[src/rtl/demux_1_to_2_reg_pkg.sv]
// Shared steering constants and slot state encoding for the 1-to-2 demux
// and the other lane-steering blocks of the processor.
package demux_1_to_2_reg_pkg;

    // Lane identifiers as carried on a select bit.
    localparam logic LANE0 = 1'b0;
    localparam logic LANE1 = 1'b1;

    // Default payload and transfer-counter widths.
    localparam int DEF_WIDTH = 8;
    localparam int DEF_CNT_W = 8;

    // Occupancy of a one-entry output slot.
    typedef enum logic [0:0] {
        SLOT_EMPTY = 1'b0,
        SLOT_FULL  = 1'b1
    } slot_state_e;

endpackage : demux_1_to_2_reg_pkg

[src/rtl/demux_slot.sv]
// One-entry output register with valid/ready handshake, EMPTY/FULL FSM and
// a wrap-around count of accepted loads. The parent only asserts load when
// space is high, so a load never overwrites stalled data.
module demux_slot
    import demux_1_to_2_reg_pkg::*;
#(
    parameter int WIDTH = DEF_WIDTH,
    parameter int CNT_W = DEF_CNT_W
) (
    input  logic             clk,
    input  logic             rst,
    input  logic             load,
    input  logic [WIDTH-1:0] load_data,
    input  logic             ready,
    output logic             valid,
    output logic [WIDTH-1:0] data,
    output logic [CNT_W-1:0] cnt,
    output logic             space
);

    slot_state_e      state_reg;
    slot_state_e      state_next;
    logic [WIDTH-1:0] data_reg;
    logic [CNT_W-1:0] cnt_reg;

    // State register: slot occupancy.
    always_ff @(posedge clk or posedge rst) begin
        if (rst) begin
            state_reg <= SLOT_EMPTY;
        end else begin
            state_reg <= state_next;
        end
    end

    // Next state: fill on load, empty only on a drain without a refill.
    always_comb begin
        state_next = state_reg;
        case (state_reg)
            SLOT_EMPTY: if (load) state_next = SLOT_FULL;
            SLOT_FULL:  if (ready && !load) state_next = SLOT_EMPTY;
            default:    state_next = SLOT_EMPTY;
        endcase
    end

    // Outputs: valid follows occupancy; space means a load can land this edge.
    always_comb begin
        valid = (state_reg == SLOT_FULL);
        space = (state_reg == SLOT_EMPTY) || ready;
    end

    // Payload and counter: capture data and count every accepted load.
    always_ff @(posedge clk or posedge rst) begin
        if (rst) begin
            data_reg <= '0;
            cnt_reg  <= '0;
        end else if (load) begin
            data_reg <= load_data;
            cnt_reg  <= cnt_reg + CNT_W'(1);
        end
    end

    assign data = data_reg;
    assign cnt  = cnt_reg;

endmodule : demux_slot

[src/rtl/demux_1_to_2_reg.sv]
// Registered 1-to-2 demultiplexer: steers one valid/ready stream to one of
// two independently stalled output slots. Only the select decode and the
// in_ready mux live here; each lane is a demux_slot.
module demux_1_to_2_reg
    import demux_1_to_2_reg_pkg::*;
#(
    parameter int WIDTH = DEF_WIDTH,
    parameter int CNT_W = DEF_CNT_W
) (
    input  logic             clk,
    input  logic             rst,
    input  logic             in_valid,
    output logic             in_ready,
    input  logic             in_sel,
    input  logic [WIDTH-1:0] in_data,
    output logic             out0_valid,
    input  logic             out0_ready,
    output logic [WIDTH-1:0] out0_data,
    output logic             out1_valid,
    input  logic             out1_ready,
    output logic [WIDTH-1:0] out1_data,
    output logic [CNT_W-1:0] cnt0,
    output logic [CNT_W-1:0] cnt1
);

    logic [1:0]       lane_ready;
    logic [1:0]       lane_space;
    logic [1:0]       lane_load;
    logic [1:0]       lane_valid;
    logic [WIDTH-1:0] lane_data [2];
    logic [CNT_W-1:0] lane_cnt  [2];

    assign lane_ready = {out1_ready, out0_ready};

    // Input acceptance depends only on the selected lane, so a stalled lane
    // never blocks traffic headed to the other one.
    always_comb begin
        in_ready = (in_sel == LANE1) ? lane_space[1] : lane_space[0];
    end

    generate
        for (genvar gi = 0; gi < 2; gi++) begin : g_lane
            assign lane_load[gi] = in_valid && in_ready && (in_sel == 1'(gi));

            demux_slot #(
                .WIDTH (WIDTH),
                .CNT_W (CNT_W)
            ) u_slot (
                .clk       (clk),
                .rst       (rst),
                .load      (lane_load[gi]),
                .load_data (in_data),
                .ready     (lane_ready[gi]),
                .valid     (lane_valid[gi]),
                .data      (lane_data[gi]),
                .cnt       (lane_cnt[gi]),
                .space     (lane_space[gi])
            );
        end
    endgenerate

    assign out0_valid = lane_valid[0];
    assign out0_data  = lane_data[0];
    assign cnt0       = lane_cnt[0];
    assign out1_valid = lane_valid[1];
    assign out1_data  = lane_data[1];
    assign cnt1       = lane_cnt[1];

endmodule : demux_1_to_2_reg
[config.mk]
export PLATFORM = sky130hd
export DESIGN_NAME = demux_1_to_2_reg
export DESIGN_NICKNAME = d
export VERILOG_FILES = /design/src/rtl/demux_1_to_2_reg_pkg.sv /design/src/rtl/demux_slot.sv /design/src/rtl/demux_1_to_2_reg.sv
export SDC_FILE = /design/constraint.sdc
export NUM_CORES = 1
export LEC_CHECK = 0
export BUFFER_PORTS_ARGS = -buffer_cell sky130_fd_sc_hd__buf_2
export CAP_MARGIN = 20
export CORE_ASPECT_RATIO = 0.9
export CORE_UTILIZATION = 44
export DETAILED_ROUTE_END_ITERATION = 6
export GPL_ROUTABILITY_DRIVEN = 1
export PLACE_DENSITY = 0.85
export SYNTH_ARGS = -nofsm -noshare
export SYNTH_HDL_FRONTEND = slang
export SYNTH_SLANG_ARGS = --single-unit
[constraint.sdc]
create_clock -name clk -period 1.4 [get_ports clk]
set_clock_uncertainty 0.15 [all_clocks]
set_input_delay 0.07 -clock clk [delete_from_list [all_inputs] [get_ports clk]]
set_output_delay 0.07 -clock clk [all_outputs]
set_load 0.01 [all_outputs]
==> reports/results.txt, run 1 <==
Pwr Density: 1460 nW/µm²
Setup TNS: -0.0381 ns
Crit Path Max Fanout: 3
Critical path arrival: 1.22 ns
#FFs+latches synth: 34
Warnings, synthesis: 0
Crit end category: primary output
Buffers & Inverters on Critical Path: 1
I/O Buffers: 48
Crit path time final: 1.44 ns
Multi-input gate area: 611 µm²
Seq/Total Area, Yosys: 60.7%
Dpl hpwl: 2.11 mm
DR iter-0 viols: 49
Dominant cells by area after synthesis: dfrtp_1 (61%), nand2_1 (16%), xnor2_1 (5.6%), xor2_1 (3.1%), ha_1 (1.8%)
Largest net degree at the start of global routing: 35
Maximum vdd ir drop: 0.000912 V
Reg clk slew, reported paths: 0.10 ns
Worst-path cell chain: nand2b_1, mux2_4, buf_6
Max-slew violations: 0
Synth-to-Final Area Change: 45.8%
First-pass GRT wire length: 5.24 mm
Nets@finish: 226
Core footprint: 3040 µm²
Die Y: 55.6 µm
Mapped Avg Cell Area: 10.2 µm²
Full die area: 3420 µm²
Root buffer cell: clkbuf_4
Worst EP required: 1.18 ns
FF/Latch Area: 851 µm²
Vias in the first global route: 1204
Remaining routing DRC violations: 0
Worst-Skew Late Latency: 0.33 ns
Cell count after synthesis: 137
Gpl congestion: 0.780
Worst Setup Slack, final: -0.0381 ns
Most area-hungry cell type in the Yosys netlist: dfrtp_1
Final wirelength: 3.17 mm
Leak Pwr: 1.10 nW
Initial Util: 46.1%
Failing checks: hold timing, setup timing
Site Rows: 19
Final ANT Viol Nets: 0
Period utilization: 103%
H-tree depth: 2
Routed vias: 1192
DR vias/cell: 4.71
Mapped Area: 1400 µm²
Drt pass-1 iters: 4
CTS tree: yes
Max Cap Viol: 0
RSZ-0062 raised after global routing: yes
Critical Setup Path Class: reg -> out
Initial antenna violation count: 0
Actual transition at the worst max-transition pin: 0.407 ns
Post-Synthesis Net Count: 153
Die width: 61.5 µm
Ant diodes: 0
GR Util All Layers: 21.4%
Slowest CP cell: dfrtp_1
Worst path top cell family by delay: flip-flops
Grt total ovfl: 0
Yosys top cell area share: 60.7%
Min-Delay Path Class: in -> reg
Clock Path Buffers: 2
Clock sink total: 34
Total CTS buffers: 5
Crit-path max cell delay: 0.38 ns
Slew margin rel.: 72.9%
Fmax: 695 MHz
Drt wl/cell: 12.5 µm
Setup WS pre-CTS: -0.0227 ns
Distinct cells, synth: 21
Layout cells sized above 1: 39.3%
Final Hold Violating Endpoints: 1
Crit start category: flip-flop
Status: complete, but fails checks
I/O pins: 49
Fin Hold WS: -0.0597 ns
Final Setup Violations: 1
FILL cells: 265
final cells by class:
class / count / share of cell area (%)
clock buffer: 8 / 3.86
tap: 42 / 2.57
multi-input combinational: 98 / 29.9
inverter: 1 / 0.184
timing repair buffer: 70 / 21.9
sequential: 34 / 41.6
placed cells by master (no fill, tap or decap), types with 2 or more instances in the layout:
cell type      synthesis  routed
nand2_1               60      55
buf_2                  2      47
dfrtp_1               34      34
dlygate4sd3_1          0      10
xnor2_1                9       9
buf_4                  0       9
nand2_2                0       5
clkbuf_4               0       5
nand3_1                5       4
xor2_1                 5       4
buf_6                  0       4
nand4_1                3       3
clkbuf_8               0       3
nor3_1                 2       2
ha_1                   2       2
path summary, 6_finish.rpt:
path | startpoint | end | slack, ns | depth (start not counted)
max | g_lane[0].u_slot.valid | in_ready | -0.04 | 3
min | out0_ready | g_lane[0].u_slot.valid | -0.06 | 3
max reg2reg | g_lane[0].u_slot.valid | g_lane[0].u_slot.cnt[4] | 0.03 | 4
min reg2reg | g_lane[1].u_slot.cnt[7] | g_lane[1].u_slot.cnt[7] | 0.32 | 1
max in group asynchronous | rst | g_lane[1].u_slot.data[2] | 0.59 | 4
min in group asynchronous | rst | g_lane[0].u_slot.cnt[3] | 0.22 | 4
Yosys cell counts, drive strengths merged:
cell,number
nor4,1
inv,1
ha,2
nor2b,1
nor3b,1
nand4,3
dfrtp,34
nand2,60
buf,2
xnor2,9
nand3b,1
nor3,2
nor2,1
nand3,6
and3,2
nand2b,2
xor2,5
mux2,1
clkbuf,2
nor4b,1
through the flow:
| stage | std cells | total power [mW] | area (µm²) | utilization, % |
|---|---|---|---|---|
| CTS | 250 | 2.93 | 1950 | 64.2 |
| global placement | 230 | 2.19 | 1750 | 57.4 |
| finish | 253 | 2.98 | 2040 | 67.2 |
| global route | 253 | 3.19 | 2040 | 67.2 |
| floorplan | 137 | 1.83 | 1420 | - |
| detailed placement | 230 | 2.23 | 1750 | 57.4 |
power breakdown:
| group | internal (mW) | switching (mW) |
|---|---|---|
| clock network | 0.343 | 0.314 |
| logic | 0.447 | 0.472 |
| registers | 1.20 | 0.204 |
kinds of logic after synthesis:
group         count (synthesis)  share of synthesized area (%)
simple gates                 81                           26.5
flops                        34                           60.7
xor+xnor                     14                           8.74
buf+inv                       5                           1.52
fa+ha+maj                     2                           1.78
mux                           1                          0.803
tightest hold or removal path, stage by stage:
cell	delay, ns
buf_2	0.12
nand2b_1	0.14
nand2_1	0.06
repair_timing:
item	4_1_cts	5_1_grt
pin swaps	1	1
endpoints found under the setup margin	4	31
endpoints found under the hold margin	52	1
gates cloned	0	0
gates resized for setup	3	15
hold buffers	9	1
setup buffers	3	2
metal layers:
metal  track usage [%]  wire, µm  vias up
li1                  -         -      584
met1              27.9      1400      560
met2              33.2      1560       44
met3              8.67       197        4
met4              4.76        20        0
met5                 0         0        -
(Power assumes the default switching activity.)
==> run 2: changes to the inputs <==
--- a/config.mk
+++ b/config.mk
@@ -10,6 +10,6 @@
 export CORE_ASPECT_RATIO = 0.9
-export CORE_UTILIZATION = 44
+export CORE_UTILIZATION = 45
 export DETAILED_ROUTE_END_ITERATION = 6
 export GPL_ROUTABILITY_DRIVEN = 1
-export PLACE_DENSITY = 0.85
+export PLACE_DENSITY = 0.83
 export SYNTH_ARGS = -nofsm -noshare
==> constraint.sdc (replaced) <==
create_clock -name clk -period 1.7 [get_ports clk]
set_clock_uncertainty 0.15 [all_clocks]
set_input_delay 0.34 -clock clk [delete_from_list [all_inputs] [get_ports clk]]
set_output_delay 0.34 -clock clk [all_outputs]
set_load 0.01 [all_outputs]
==> reports/results.txt, run 2 (synthesis results as in run 1) <==
Min-delay src: in_data[4]
Worst R2R Start: g_lane[0].u_slot.valid
Die width: 60.9 µm
Final ANT Viol Nets: 0
Vias in the first global route: 1058
Site Rows: 18
Max Cap Viol: 0
Status: complete, but fails checks
Grt total ovfl: 0
Layout cells sized above 1: 32.6%
Maximum vdd ir drop: 0.000702 V
First-pass GRT wire length: 4.59 mm
Clock sink total: 34
Dpl cells: 225
Reg2reg setup slack: 0.17 ns
Power consumption: 2.17 mW
Crit. Startpoint: g_lane[0].u_slot.valid
Dpl cell area: 1710 µm²
Routed vias: 1128
Core footprint: 2860 µm²
Met2 WL: 1.41 mm
Finished Layout Cells: 233
GR Util All Layers: 20.1%
Remaining routing DRC violations: 0
Slew margin rel.: 68.0%
Final Hold Violating Endpoints: 0
Fmax: 588 MHz
I/O pins: 49
Reg clk slew, reported paths: 0.09 ns
Pwr Density: 1220 nW/µm²
Crit Path Max Fanout: 3
Worst Setup Slack, final: -0.000418 ns
Reg2Reg Depth: 4
Min-Delay Path Class: in -> reg
Synth-to-Final Area Change: 26.8%
Nets@finish: 209
Final wirelength: 2.88 mm
FF-to-FF End: g_lane[0].u_slot.cnt[5]
Initial antenna violation count: 0
Metal-1 WL: 1.21 mm
RSZ-0062 raised after global routing: yes
Leak Pwr: 0.980 nW
Critical Setup Path Class: reg -> out
Worst EP required: 1.21 ns
Crit end category: primary output
Initial Util: 49.0%
Worst-Skew Late Latency: 0.33 ns
Final Setup Violations: 1
I/O Buffers: 48
Full die area: 3340 µm²
Die Y: 55.0 µm
Total CTS buffers: 5
Actual transition at the worst max-transition pin: 0.478 ns
Critical path arrival: 1.21 ns
Most frequent cells in the layout: nand2_1 (60), buf_2 (47), dfrtp_1 (34), xnor2_1 (9)
Clock Path Buffers: 2
Drt pass-1 iters: 5
Drt wl/cell: 12.4 µm
Top Layer Used: met4
Finished Core Util: 62.2%
Fin Hold WS: 0.0631 ns
Met3 WL: 200 µm
Hold EP: g_lane[1].u_slot.data[4]
DR iter-0 viols: 26
Root buffer cell: clkbuf_4
Gpl congestion: 0.770
CTS tree: yes
Crit start category: flip-flop
Max-slew violations: 0
H-tree depth: 2
Post-route cell area: 1780 µm²
Hold Path Cell Cnt: 3
Failing checks: setup timing
Dpl hpwl: 2.08 mm
Commonest non-fill, non-tap cell in the layout: nand2_1
Period utilization: 100%
Crit path time final: 1.70 ns
Largest net degree at the start of global routing: 35
DR vias/cell: 4.84
Ant diodes: 0
[run 2: cell types whose count changed in the layout (fill, tap and decap cells not counted), moves of 2 or more]
cell	before	now
buf_4	9	4
buf_6	4	1
clkbuf_1	0	2
clkbuf_8	3	0
dlygate4sd3_1	10	1
nand2_1	55	60
nand2_2	5	0
[run 2: what timing repair did]
item | CTS | global route
gates resized for setup | 2 | 1
pin swaps | 0 | 0
hold endpoints to repair | 34 | 0
endpoints found under the setup margin | 1 | 1
setup buffers | 0 | 0
hold buffers | 1 | 0
[run 2: layer usage]
metal  GRT usage, %  up-vias
li1               -      549
met1           22.5      534
met2           33.9       37
met3           6.74        8
met4           11.4        0
met5              0        -
[run 2: metrics by stage]
step	setup WS (ns)	TNS, ns
after CTS	-0.0145	-0.0145
after floorplan	0.251	0
after global placement	0.173	0
after global routing	-0.0508	-0.0508
after detailed placement	0.169	0
final	-0.000418	-0.000418
[run 2: layout make-up]
type | instances | area, µm²
repair buffers | 53 | 287
inverters | 1 | 3.75
fillers | 275 | 1080
multi-input cells | 98 | 542
clock buffers | 7 | 45.0
well taps | 40 | 50.0
flip-flops and latches | 34 | 851
[run 2: critical path: stages (launching register included)]
cell	delay, ns
dfrtp_1	0.37
nand2b_1	0.09
mux2_4	0.29
buf_6	0.13
[run 2: worst max path at each step]
stage,to,slack (ns)
6_report,in_ready,-0.0004
2_1_floorplan,g_lane[0].u_slot.cnt[7],0.25
3_3_place_gp,in_ready,0.17
4_1_cts,in_ready,-0.01
5_1_grt,in_ready,-0.05
3_5_place_dp,in_ready,0.17
[run 2: report_power, final]
group | leakage [nW] | total, mW | switching [mW] | internal, mW
registers | 0.427 | 1.17 | 0.178 | 0.991
logic | 0.528 | 0.605 | 0.326 | 0.279
clock network | 0.0254 | 0.396 | 0.240 | 0.156
total | 0.980 | 2.17 | 0.743 | 1.43
==> run 3: changes to the inputs <==
- TNS_END_PERCENT: not set -> 30
- clock period: 1.7 -> 2.1 ns (I/O delays scaled with it)
==> reports/results.txt, run 3 (synthesis results as in run 1) <==
Initial antenna violation count: 0
Fmax: 557 MHz
Worst-path cell chain: nand2b_1, mux2_2, buf_2
Met2 WL: 1.45 mm
I/O Buffers: 48
Period utilization: 85.6%
Commonest non-fill, non-tap cell in the layout: nand2_1
Buffers & Inverters on Critical Path: 1
Crit start category: flip-flop
CTS tree: yes
Reg clk slew, reported paths: 0.10 ns
FILL cells: 268
Final Hold Violating Endpoints: 0
Critical Setup Path Class: reg -> out
Die Y: 55.0 µm
Setup TNS: 0 ns
DR iter-0 viols: 29
Hold buffer count at cts: 0
Remaining routing DRC violations: 0
Max-slew violations: 0
Root buffer cell: clkbuf_4
First-pass GRT wire length: 4.74 mm
Drt wl/cell: 12.7 µm
Net Sw Frac: 34.8%
Gpl congestion: 0.792
Fin Hold WS: 0.00750 ns
Core footprint: 2860 µm²
Nets@finish: 207
Ant diodes: 0
Most frequent cells in the layout: nand2_1 (60), buf_2 (48), dfrtp_1 (34), xnor2_1 (9)
GR Util All Layers: 20.3%
Finished Core Util: 61.0%
Met3 WL: 206 µm
Actual transition at the worst max-transition pin: 0.468 ns
Metal-1 WL: 1.25 mm
Status: completed
Worst-Skew Late Latency: 0.33 ns
Max Cap Viol: 0
Initial Util: 49.0%
Worst path top cell family by delay: flip-flops
Final wirelength: 2.94 mm
Slowest CP cell: dfrtp_1
Power share of the clock group: 18.4%
DR vias/cell: 4.81
Clock sink total: 34
Finished Layout Cells: 231
Final ANT Viol Nets: 0
Full die area: 3340 µm²
Worst EP required: 1.53 ns
Sw power: 0.609 mW
Pwr Density: 1000 nW/µm²
Critical path arrival: 1.23 ns
Site Rows: 18
I/O pins: 49
Crit path time final: 1.80 ns
Crit Path Max Fanout: 3
Final Setup Violations: 0
Multi-input gate area: 531 µm²
Dpl cells: 224
Largest net degree at the start of global routing: 35
Sequential power share: 54.2%
Slew margin rel.: 68.7%
Dpl hpwl: 2.21 mm
Routed vias: 1110
Leak Pwr: 0.962 nW
Total CTS buffers: 5
Resized cells post-CTS: 0
Min-Delay Path Class: in -> async
Maximum vdd ir drop: 0.000517 V
H-tree depth: 2
FF/Latch Area: 851 µm²
Grt total ovfl: 0
Crit end category: primary output
Drt pass-1 iters: 4
Buffer count from post-CTS setup fixing: 0
Vias in the first global route: 1068
Top Layer Used: met4
Comb power frac: 27.4%
RSZ-0062 raised after global routing: no
Crit-path max cell delay: 0.38 ns
Die width: 60.9 µm
Power consumption: 1.75 mW
Synth-to-Final Area Change: 24.4%
Layout cells sized above 1: 33.0%
Clock Path Buffers: 2
P_int: 1.14 mW
[run 3: power groups by stage]
stage | clock, mW | combinational, mW | sequential, mW
final | 0.322 | 0.479 | 0.949
after global routing | 0.366 | 0.558 | 0.972
after CTS | 0.331 | 0.488 | 0.947
after detailed placement | 0 | 0.487 | 0.957
after global placement | 0 | 0.474 | 0.952
after floorplan | 0 | 0.203 | 1.01
[run 3: layout make-up]
type | count | share of cell area (%)
Multi-Input combinational cell | 98 | 30.4
Inverter | 1 | 0.215
Clock buffer | 5 | 2.15
Timing Repair Buffer | 51 | 15.1
Tap cell | 40 | 2.87
Clock inverter | 2 | 0.573
Sequential cell | 34 | 48.7
[run 3: path summary, 6_finish.rpt]
kind | startpoint | cells after the start | endpoint | slack, ns
max | g_lane[0].u_slot.valid | 3 | in_ready | 0.30
min | rst | 3 | g_lane[0].u_slot.cnt[6] | 0.007
max reg2reg | g_lane[0].u_slot.valid | 4 | g_lane[0].u_slot.cnt[7] | 0.55
min reg2reg | g_lane[0].u_slot.cnt[7] | 1 | g_lane[0].u_slot.cnt[7] | 0.33
max in group asynchronous | rst | 3 | g_lane[1].u_slot.cnt[2] | 1.49
min in group clk | in_data[7] | 3 | g_lane[1].u_slot.data[7] | 0.14
[run 3: through the flow]
step           instance area [µm²]  setup slack (ns)
2_1_floorplan                 1400             0.647
3_3_place_gp                  1700             0.409
3_5_place_dp                  1700             0.412
4_1_cts                       1750             0.302
5_1_grt                       1750             0.206
6_report                      1750             0.303
[run 3: per-layer routing]
layer | global-route usage, % | up-vias
li1 | - | 543
met1 | 24.3 | 521
met2 | 34.8 | 40
met3 | 6.05 | 6
met4 | 7.95 | 0
met5 | 0 | -
[run 3: tightest hold or removal path, stage by stage]
cell   delay, ns
buf_2       0.09
inv_1       0.04
buf_4       0.36
